===== config.mk =====
export PLATFORM = sky130hd
export DESIGN_NAME = dfm_result_reader
export DESIGN_NICKNAME = d
export VERILOG_FILES = /design/src/rtl/dfm_pkg.sv /design/src/rtl/result_fifo.sv /design/src/rtl/dfm_result_reader.sv
export SDC_FILE = /design/constraint.sdc
export NUM_CORES = 1
export LEC_CHECK = 0
export BUFFER_PORTS_ARGS = -buffer_cell sky130_fd_sc_hd__buf_2
export CAP_MARGIN = 20
export CORE_MARGIN = 10
export CORE_UTILIZATION = 59
export DETAILED_ROUTE_END_ITERATION = 8
export PLACE_DENSITY = 0.86
export SYNTH_ARGS = -nofsm -noshare
export SYNTH_HDL_FRONTEND = slang
export SYNTH_HIERARCHICAL = 1
export SYNTH_SLANG_ARGS = --single-unit

===== constraint.sdc =====
create_clock -name clk_i -period 6.04 [get_ports clk_i]
set_clock_uncertainty 0.2 [all_clocks]
set_input_delay 1.812 -clock clk_i [delete_from_list [all_inputs] [get_ports clk_i]]
set_output_delay 1.812 -clock clk_i [all_outputs]
set_load 0.02 [all_outputs]

===== src/rtl/dfm_pkg.sv =====
// dfm_pkg
// Shared definitions for the DFM result reader.
//   - AXI4-Lite register offsets, decoded from araddr[3:2]
//   - STATUS register bit positions
//   - AXI read response codes and the constant ID word
//   - read-channel FSM state type
package dfm_pkg;

  localparam logic [1:0] REG_STATUS  = 2'd0;
  localparam logic [1:0] REG_DATA_LO = 2'd1;
  localparam logic [1:0] REG_DATA_HI = 2'd2;
  localparam logic [1:0] REG_ID      = 2'd3;

  localparam int STAT_EMPTY     = 0;
  localparam int STAT_FULL      = 1;
  localparam int STAT_OVF       = 2;
  localparam int STAT_DROP_LSB  = 8;
  localparam int STAT_LEVEL_LSB = 16;

  localparam logic [1:0]  RESP_OKAY   = 2'b00;
  localparam logic [1:0]  RESP_SLVERR = 2'b10;
  localparam logic [31:0] DFM_ID      = 32'h4446_4D31;

  typedef enum logic {
    RD_IDLE,
    RD_RESP
  } rd_state_t;

endpackage


===== src/rtl/result_fifo.sv =====
// result_fifo
// Synchronous first-word-fall-through FIFO, DEPTH x 64 bits.
// The head word is visible on head_o whenever the FIFO is not empty.
// Ports:
//   clk_i, rst_i : clock, synchronous active-high reset (empties the FIFO)
//   push_i/data_i: write a word; ignored when full unless a pop happens too
//   pop_i        : drop the head word; ignored when empty
//   full_o/empty_o/level_o : occupancy flags and entry count
//   head_o       : oldest word
module result_fifo #(
  parameter int DEPTH = 4,
  parameter int LVL_W = $clog2(DEPTH) + 1
) (
  input  logic             clk_i,
  input  logic             rst_i,
  input  logic             push_i,
  input  logic [63:0]      data_i,
  input  logic             pop_i,
  output logic             full_o,
  output logic             empty_o,
  output logic [LVL_W-1:0] level_o,
  output logic [63:0]      head_o
);

  localparam int PTR_W = $clog2(DEPTH);

  logic [63:0]      r_mem [DEPTH];
  logic [PTR_W-1:0] r_wrPtr;
  logic [PTR_W-1:0] r_rdPtr;
  logic [LVL_W-1:0] r_level;

  logic w_doPop;
  logic w_doPush;

  assign full_o  = (r_level == LVL_W'(DEPTH));
  assign empty_o = (r_level == '0);
  assign level_o = r_level;
  assign head_o  = r_mem[r_rdPtr];

  // A push into a full FIFO is only safe when the head leaves in the same cycle.
  assign w_doPop  = pop_i && !empty_o;
  assign w_doPush = push_i && (!full_o || w_doPop);

  always_ff @(posedge clk_i) begin
    if (w_doPush) begin
      r_mem[r_wrPtr] <= data_i;
    end
  end

  // Pointers wrap naturally because DEPTH is a power of two.
  always_ff @(posedge clk_i) begin
    if (rst_i) begin
      r_wrPtr <= '0;
      r_rdPtr <= '0;
      r_level <= '0;
    end else begin
      if (w_doPush) r_wrPtr <= r_wrPtr + 1'b1;
      if (w_doPop)  r_rdPtr <= r_rdPtr + 1'b1;
      if (w_doPush && !w_doPop)      r_level <= r_level + 1'b1;
      else if (w_doPop && !w_doPush) r_level <= r_level - 1'b1;
    end
  end

endmodule


===== src/rtl/dfm_result_reader.sv =====
// dfm_result_reader
// Buffers 64-bit result words from the measure block and serves them to
// software through an AXI4-Lite read-only slave. irq_o is high while results
// are pending.
// Ports:
//   clk_i, rst_i                 : clock, synchronous active-high reset
//   reg_wr_en_i, reg_wr_data_i   : one-cycle result strobe and 64-bit word
//   s_axil_ar*                   : read address channel
//   s_axil_r*                    : read data channel (rdata/rresp registered)
//   irq_o                        : registered "FIFO not empty"
module dfm_result_reader
  import dfm_pkg::*;
#(
  parameter int DEPTH  = 4,
  parameter int ADDR_W = 4
) (
  input  logic              clk_i,
  input  logic              rst_i,
  input  logic              reg_wr_en_i,
  input  logic [63:0]       reg_wr_data_i,
  input  logic [ADDR_W-1:0] s_axil_araddr,
  input  logic              s_axil_arvalid,
  output logic              s_axil_arready,
  output logic [31:0]       s_axil_rdata,
  output logic [1:0]        s_axil_rresp,
  output logic              s_axil_rvalid,
  input  logic              s_axil_rready,
  output logic              irq_o
);

  localparam int LVL_W = $clog2(DEPTH) + 1;

  logic             w_full;
  logic             w_empty;
  logic [LVL_W-1:0] w_level;
  logic [63:0]      w_head;
  logic             w_pop;
  logic             w_clear;
  logic             w_drop;
  logic [31:0]      w_status;

  rd_state_t   r_state;
  rd_state_t   w_nextState;
  logic        r_arready;
  logic        r_rvalid;
  logic [31:0] r_rdata;
  logic [1:0]  r_rresp;
  logic [31:0] w_rdataNext;
  logic [1:0]  w_rrespNext;
  logic        r_ovf;
  logic [7:0]  r_dropCnt;
  logic        r_irq;

  result_fifo #(
    .DEPTH (DEPTH),
    .LVL_W (LVL_W)
  ) u_fifo (
    .clk_i   (clk_i),
    .rst_i   (rst_i),
    .push_i  (reg_wr_en_i),
    .data_i  (reg_wr_data_i),
    .pop_i   (w_pop),
    .full_o  (w_full),
    .empty_o (w_empty),
    .level_o (w_level),
    .head_o  (w_head)
  );

  // A word is lost only when the FIFO is full and nothing leaves this cycle.
  assign w_drop = reg_wr_en_i && w_full && !w_pop;

  // STATUS is built from registered state, so it is a snapshot taken before
  // any push, pop or clear happening in the same cycle.
  always_comb begin
    w_status = '0;
    w_status[STAT_EMPTY] = w_empty;
    w_status[STAT_FULL]  = w_full;
    w_status[STAT_OVF]   = r_ovf;
    w_status[STAT_DROP_LSB +: 8]  = r_dropCnt;
    w_status[STAT_LEVEL_LSB +: 8] = 8'(w_level);
  end

  // Read FSM: decode and side effects happen in the AR handshake cycle.
  always_comb begin
    w_nextState = r_state;
    w_rdataNext = r_rdata;
    w_rrespNext = r_rresp;
    w_pop       = 1'b0;
    w_clear     = 1'b0;
    unique case (r_state)
      RD_IDLE: begin
        if (s_axil_arvalid && r_arready) begin
          w_nextState = RD_RESP;
          w_rdataNext = '0;
          w_rrespNext = RESP_OKAY;
          if (s_axil_araddr[1:0] != 2'b00) begin
            w_rrespNext = RESP_SLVERR;
          end else begin
            unique case (s_axil_araddr[3:2])
              REG_STATUS: begin
                w_rdataNext = w_status;
                w_clear     = 1'b1;
              end
              REG_DATA_LO: begin
                if (!w_empty) w_rdataNext = w_head[31:0];
              end
              REG_DATA_HI: begin
                if (!w_empty) begin
                  w_rdataNext = w_head[63:32];
                  w_pop       = 1'b1;
                end
              end
              REG_ID: begin
                w_rdataNext = DFM_ID;
              end
            endcase
          end
        end
      end
      RD_RESP: begin
        if (s_axil_rready) w_nextState = RD_IDLE;
      end
    endcase
  end

  // arready/rvalid are registered from the next state so both stay low
  // during reset and arready rises on the first clock after reset.
  always_ff @(posedge clk_i) begin
    if (rst_i) begin
      r_state   <= RD_IDLE;
      r_arready <= 1'b0;
      r_rvalid  <= 1'b0;
      r_rdata   <= '0;
      r_rresp   <= RESP_OKAY;
    end else begin
      r_state   <= w_nextState;
      r_arready <= (w_nextState == RD_IDLE);
      r_rvalid  <= (w_nextState == RD_RESP);
      r_rdata   <= w_rdataNext;
      r_rresp   <= w_rrespNext;
    end
  end

  // A drop coinciding with a STATUS clear wins: the counter restarts at one.
  always_ff @(posedge clk_i) begin
    if (rst_i) begin
      r_ovf     <= 1'b0;
      r_dropCnt <= '0;
    end else if (w_drop) begin
      r_ovf <= 1'b1;
      if (w_clear)                r_dropCnt <= 8'd1;
      else if (r_dropCnt != 8'hFF) r_dropCnt <= r_dropCnt + 8'd1;
    end else if (w_clear) begin
      r_ovf     <= 1'b0;
      r_dropCnt <= '0;
    end
  end

  always_ff @(posedge clk_i) begin
    if (rst_i) r_irq <= 1'b0;
    else       r_irq <= !w_empty;
  end

  assign s_axil_arready = r_arready;
  assign s_axil_rvalid  = r_rvalid;
  assign s_axil_rdata   = r_rdata;
  assign s_axil_rresp   = r_rresp;
  assign irq_o          = r_irq;

endmodule


==> impl_table.tex <==
\begin{tabular}{lr}
\hline
Metric & Value \\
\hline
\multicolumn{2}{l}{\textbf{Synthesis}} \\
Most frequent cells after synthesis & edfxtp\_1 (256), mux4\_2 (62), dfxtp\_1 (54), nand2\_1 (32), a21oi\_1 (28) \\
Post-synthesis instance area & 12,150 um2 \\
Synthesis-stage register bit count & 310 \\
Synthesized Nets & 754 \\
Yosys top cell area share & 63.27\% \\
Dominant cells by area after synthesis & edfxtp\_1 (63\%), mux4\_2 (11\%), dfxtp\_1 (8.9\%) \\
Main synth FF type & edfxtp\_1 \\
Register area share after synthesis & 72.17\% \\
Cell with the most instances after synthesis & edfxtp\_1 \\
Cell taking the most area after synthesis & edfxtp\_1 \\
Post-synthesis cell type count & 57 \\
Synth async-reset ratio & 0\% \\
Synthesized area divided by synthesized cell count & 18.03 um2 \\
Post-Syn Instances & 674 \\
Number of enable-type register cells in the synthesized netlist & 256 \\
Yosys warns & 6 \\
\multicolumn{2}{l}{\textbf{Place}} \\
Routability congestion estimate & 0.8824 \\
Estimated wirelength of the detail-placed design & 17,290 um \\
Count of input and output buffers & 108 \\
\multicolumn{2}{l}{\textbf{Clock tree}} \\
Setup Buffers After CTS & 0 \\
Clock H-tree levels & 1 \\
Clock-pin slew on the worst setup and hold paths & 0.06 ns \\
Number of instances resized during post-cts repair & 0 \\
Clock network latency to the later pin of the worst-skew pair & 0.54 ns \\
Clock root cell & clkbuf\_16 \\
Clock buffer count from CTS & 29 \\
TritonCTS clock tree & yes \\
Number of hold-repair buffers added at the cts stage & 0 \\
Number of clock sinks & 310 \\
Clock buffer depth & 3 \\
\multicolumn{2}{l}{\textbf{Routing}} \\
Routed length on met3 & 2466 um \\
Number of search-and-repair iterations in the first detailed-routing pass & 5 \\
Wl on met1 & 10,650 um \\
Total via count after detailed routing & 6,821 \\
Starting DRT DRC Count & 773 \\
Total length of routed met2 wires & 14,020 um \\
Antenna-violating nets left & 0 \\
Number of design rule violations left after detail routing & 0 \\
Total length of routed wires & 27,810 um \\
Via-to-Cell Ratio & 6.310 \\
Top routing layer used & met4 \\
Average wire per cell in the routed design & 25.72 um \\
\multicolumn{2}{l}{\textbf{Pwr}} \\
Relative contribution of sequential cells to total power & 51.8\% \\
Leakage power & 4.655 nW \\
Internal portion of total power & 3.768 mW \\
Worst VDD drop & 276.6 uV \\
Relative contribution of the clock network to total power & 39.4\% \\
Combinational share of power & 8.8\% \\
Ratio of total power to cell area & 350.0 nW/um2 \\
Sw power & 1.112 mW \\
Share of total power consumed by net switching & 22.78\% \\
\multicolumn{2}{l}{\textbf{Floorplanning}} \\
Starting utilization of the core area & 60.04\% \\
Rows & 52 \\
Die width & 163.5 um \\
Io pins & 110 \\
Vertical extent of the die & 163.5 um \\
DIE AREA & 26,730 um2 \\
CORE AREA & 20,230 um2 \\
\multicolumn{2}{l}{\textbf{GRT}} \\
All-layer global routing usage & 20.51\% \\
Initial antenna violation count & 2 \\
GRT overflow & 0 \\
First-pass GRT wire length & 42,090 um \\
Vias in the first global route & 6,947 \\
Largest net degree at the start of global routing & 52 \\
\multicolumn{2}{l}{\textbf{Timing}} \\
Peak clock frequency supported by timing & 214.3 MHz \\
Sum of negative setup slack & 0 ns \\
Min Clock Period, post-route & 4.667 ns \\
Final max-slew violation count & 0 \\
Setup violations, final & 0 \\
Unrepaired setup endpoints after global routing & no \\
Remaining max-slew budget at the tightest pin & 32.41\% \\
Least-Margin Pin Slew & 1.012 ns \\
Final Cycle Share & 77.27\% \\
Final Hold Violating Endpoints & 0 \\
\multicolumn{2}{l}{\textbf{Flow run}} \\
Count of max-cap constraint violations & 0 \\
\multicolumn{2}{l}{\textbf{Layout}} \\
Layout Nets & 866 \\
Layout Utilization & 68.90\% \\
Share of post-route cells with drive strength above 1 & 30.53\% \\
Synthesis-to-finish area growth & 14.75\% \\
\multicolumn{2}{l}{\textbf{Critical path}} \\
Critical Path End Type & flop \\
Critical path fanouts, max & 23 \\
Endpoint required time on the critical path & 6.30 ns \\
CP Class & primary input to flop \\
Startpoint type of the worst setup path & primary input \\
Data arrival at the endpoint of the critical path & 4.92 ns \\
\multicolumn{2}{l}{\textbf{Run status}} \\
Status & finished, final reports clean \\
\multicolumn{2}{l}{\textbf{Hold path}} \\
Class of the tightest hold or removal check & flop to flop \\
\hline
\end{tabular}
==> final cells by class <==
type                            count  area [um2]
Antenna cell                        2       5.005
Clock buffer                       34       807.0
Clock inverter                     20       224.0
Fill cell                        1222        6294
Inverter                            5       18.77
Multi-Input combinational cell    321        3098
Sequential cell                   310        8773
Tap cell                          270       337.8
Timing Repair Buffer              119       676.9
==> registers in the layout, summed over array words and instances, names as in the netlist, 2 cells and up, named ones only <==
signal          flops
r_dropCnt           8
s_axil_rdata       32
u_fifo/level_o      3
u_fifo/r_mem      256
u_fifo/r_rdPtr      2
u_fifo/r_wrPtr      2
==> power groups by stage <==
| stage | Sequential, mW | Clock [mW] | Combinational [mW] |
|---|---|---|---|
| 2_1_floorplan | 2.56 | 0 | 0.250 |
| 3_3_place_gp | 2.55 | 0 | 0.401 |
| 3_5_place_dp | 2.57 | 0 | 0.417 |
| 4_1_cts | 2.53 | 1.94 | 0.426 |
| 5_1_grt | 2.54 | 2.03 | 0.459 |
| 6_report | 2.53 | 1.92 | 0.430 |
==> worst max-delay path, stage by stage <==
cell and delay (ns):
buf_2 0.32, nor2b_1 0.18, buf_4 0.26, nand2_1 0.08
nor4_1 0.40, inv_1 0.12, a21boi_2 0.35, ha_1 0.27
inv_1 0.08, fa_1 0.39, xor2_1 0.18, or3_1 0.31
a21oi_1 0.16
==> logic make-up (layout without fill, tap and decap cells) <==
| kind of cell | count (synthesis) | count (layout) | share of synthesized area (%) |
|---|---|---|---|
| other | 1 | 3 | 0.03087 |
| xor gates and xnor gates | 5 | 5 | 0.3604 |
| and+or+nand+nor | 119 | 119 | 5.139 |
| buffers and inverters | 43 | 178 | 2.410 |
| adders and majority gates | 7 | 7 | 0.7827 |
| AOI/OAI and AO/OA | 122 | 122 | 6.890 |
| DFF | 310 | 310 | 72.17 |
| muxes | 67 | 67 | 12.21 |
==> routing by layer <==
| layer | GRT usage, % | vias to the layer above |
|---|---|---|
| li1 | - | 2925 |
| met1 | 27.14 | 3471 |
| met2 | 33.97 | 377 |
| met3 | 4.254 | 48 |
| met4 | 5.727 | 0 |
| met5 | 0 | - |
==> through the flow <==
step	instances	setup WS [ns]	cell area, um2	power, mW	hold WS [ns]
3_5_place_dp	1024	0.9387	12890	2.984	0.2450
5_1_grt	1080	1.108	13940	5.022	0.2744
2_1_floorplan	674	0.6606	12150	2.812	0.2581
6_report	1081	1.373	13940	4.880	0.2527
4_1_cts	1078	1.446	13920	4.897	0.2517
3_3_place_gp	1024	1.157	12890	2.954	0.2373
==> cells in the final DEF, fill, tap and decap left out, types with 3 or more instances in the layout <==
master	n
xor2_1	4
a22o_1	16
nand2b_1	6
nor2_1	26
dfxtp_1	52
nand3_1	4
and2_2	4
buf_2	108
buf_12	4
and2_1	6
a21o_1	12
a21oi_1	28
inv_1	5
o21ai_0	21
buf_4	6
mux4_2	62
clkinv_1	3
nand3b_1	6
clkbuf_16	31
bufinv_16	4
clkinvlp_4	4
a22oi_1	22
clkinv_2	3
ha_1	6
nor3_1	4
nor2b_1	16
nand2_1	32
a31oi_1	3
edfxtp_1	256
==> path summary, 6_finish.rpt <==
| check | slack, ns | depth (start not counted) | end | from |
|---|---|---|---|---|
| setup / recovery | 1.37 | 13 | u_fifo/level_o[2] | s_axil_araddr[3] |
| hold / removal | 0.25 | 2 | s_axil_rdata[12] | s_axil_rdata[12] |
| setup reg to reg | 2.84 | 10 | u_fifo/level_o[2] | u_fifo/level_o[0] |
| hold reg to reg | 0.25 | 2 | s_axil_rdata[12] | s_axil_rdata[12] |
Note: power is estimated with default switching activity, not from simulation.
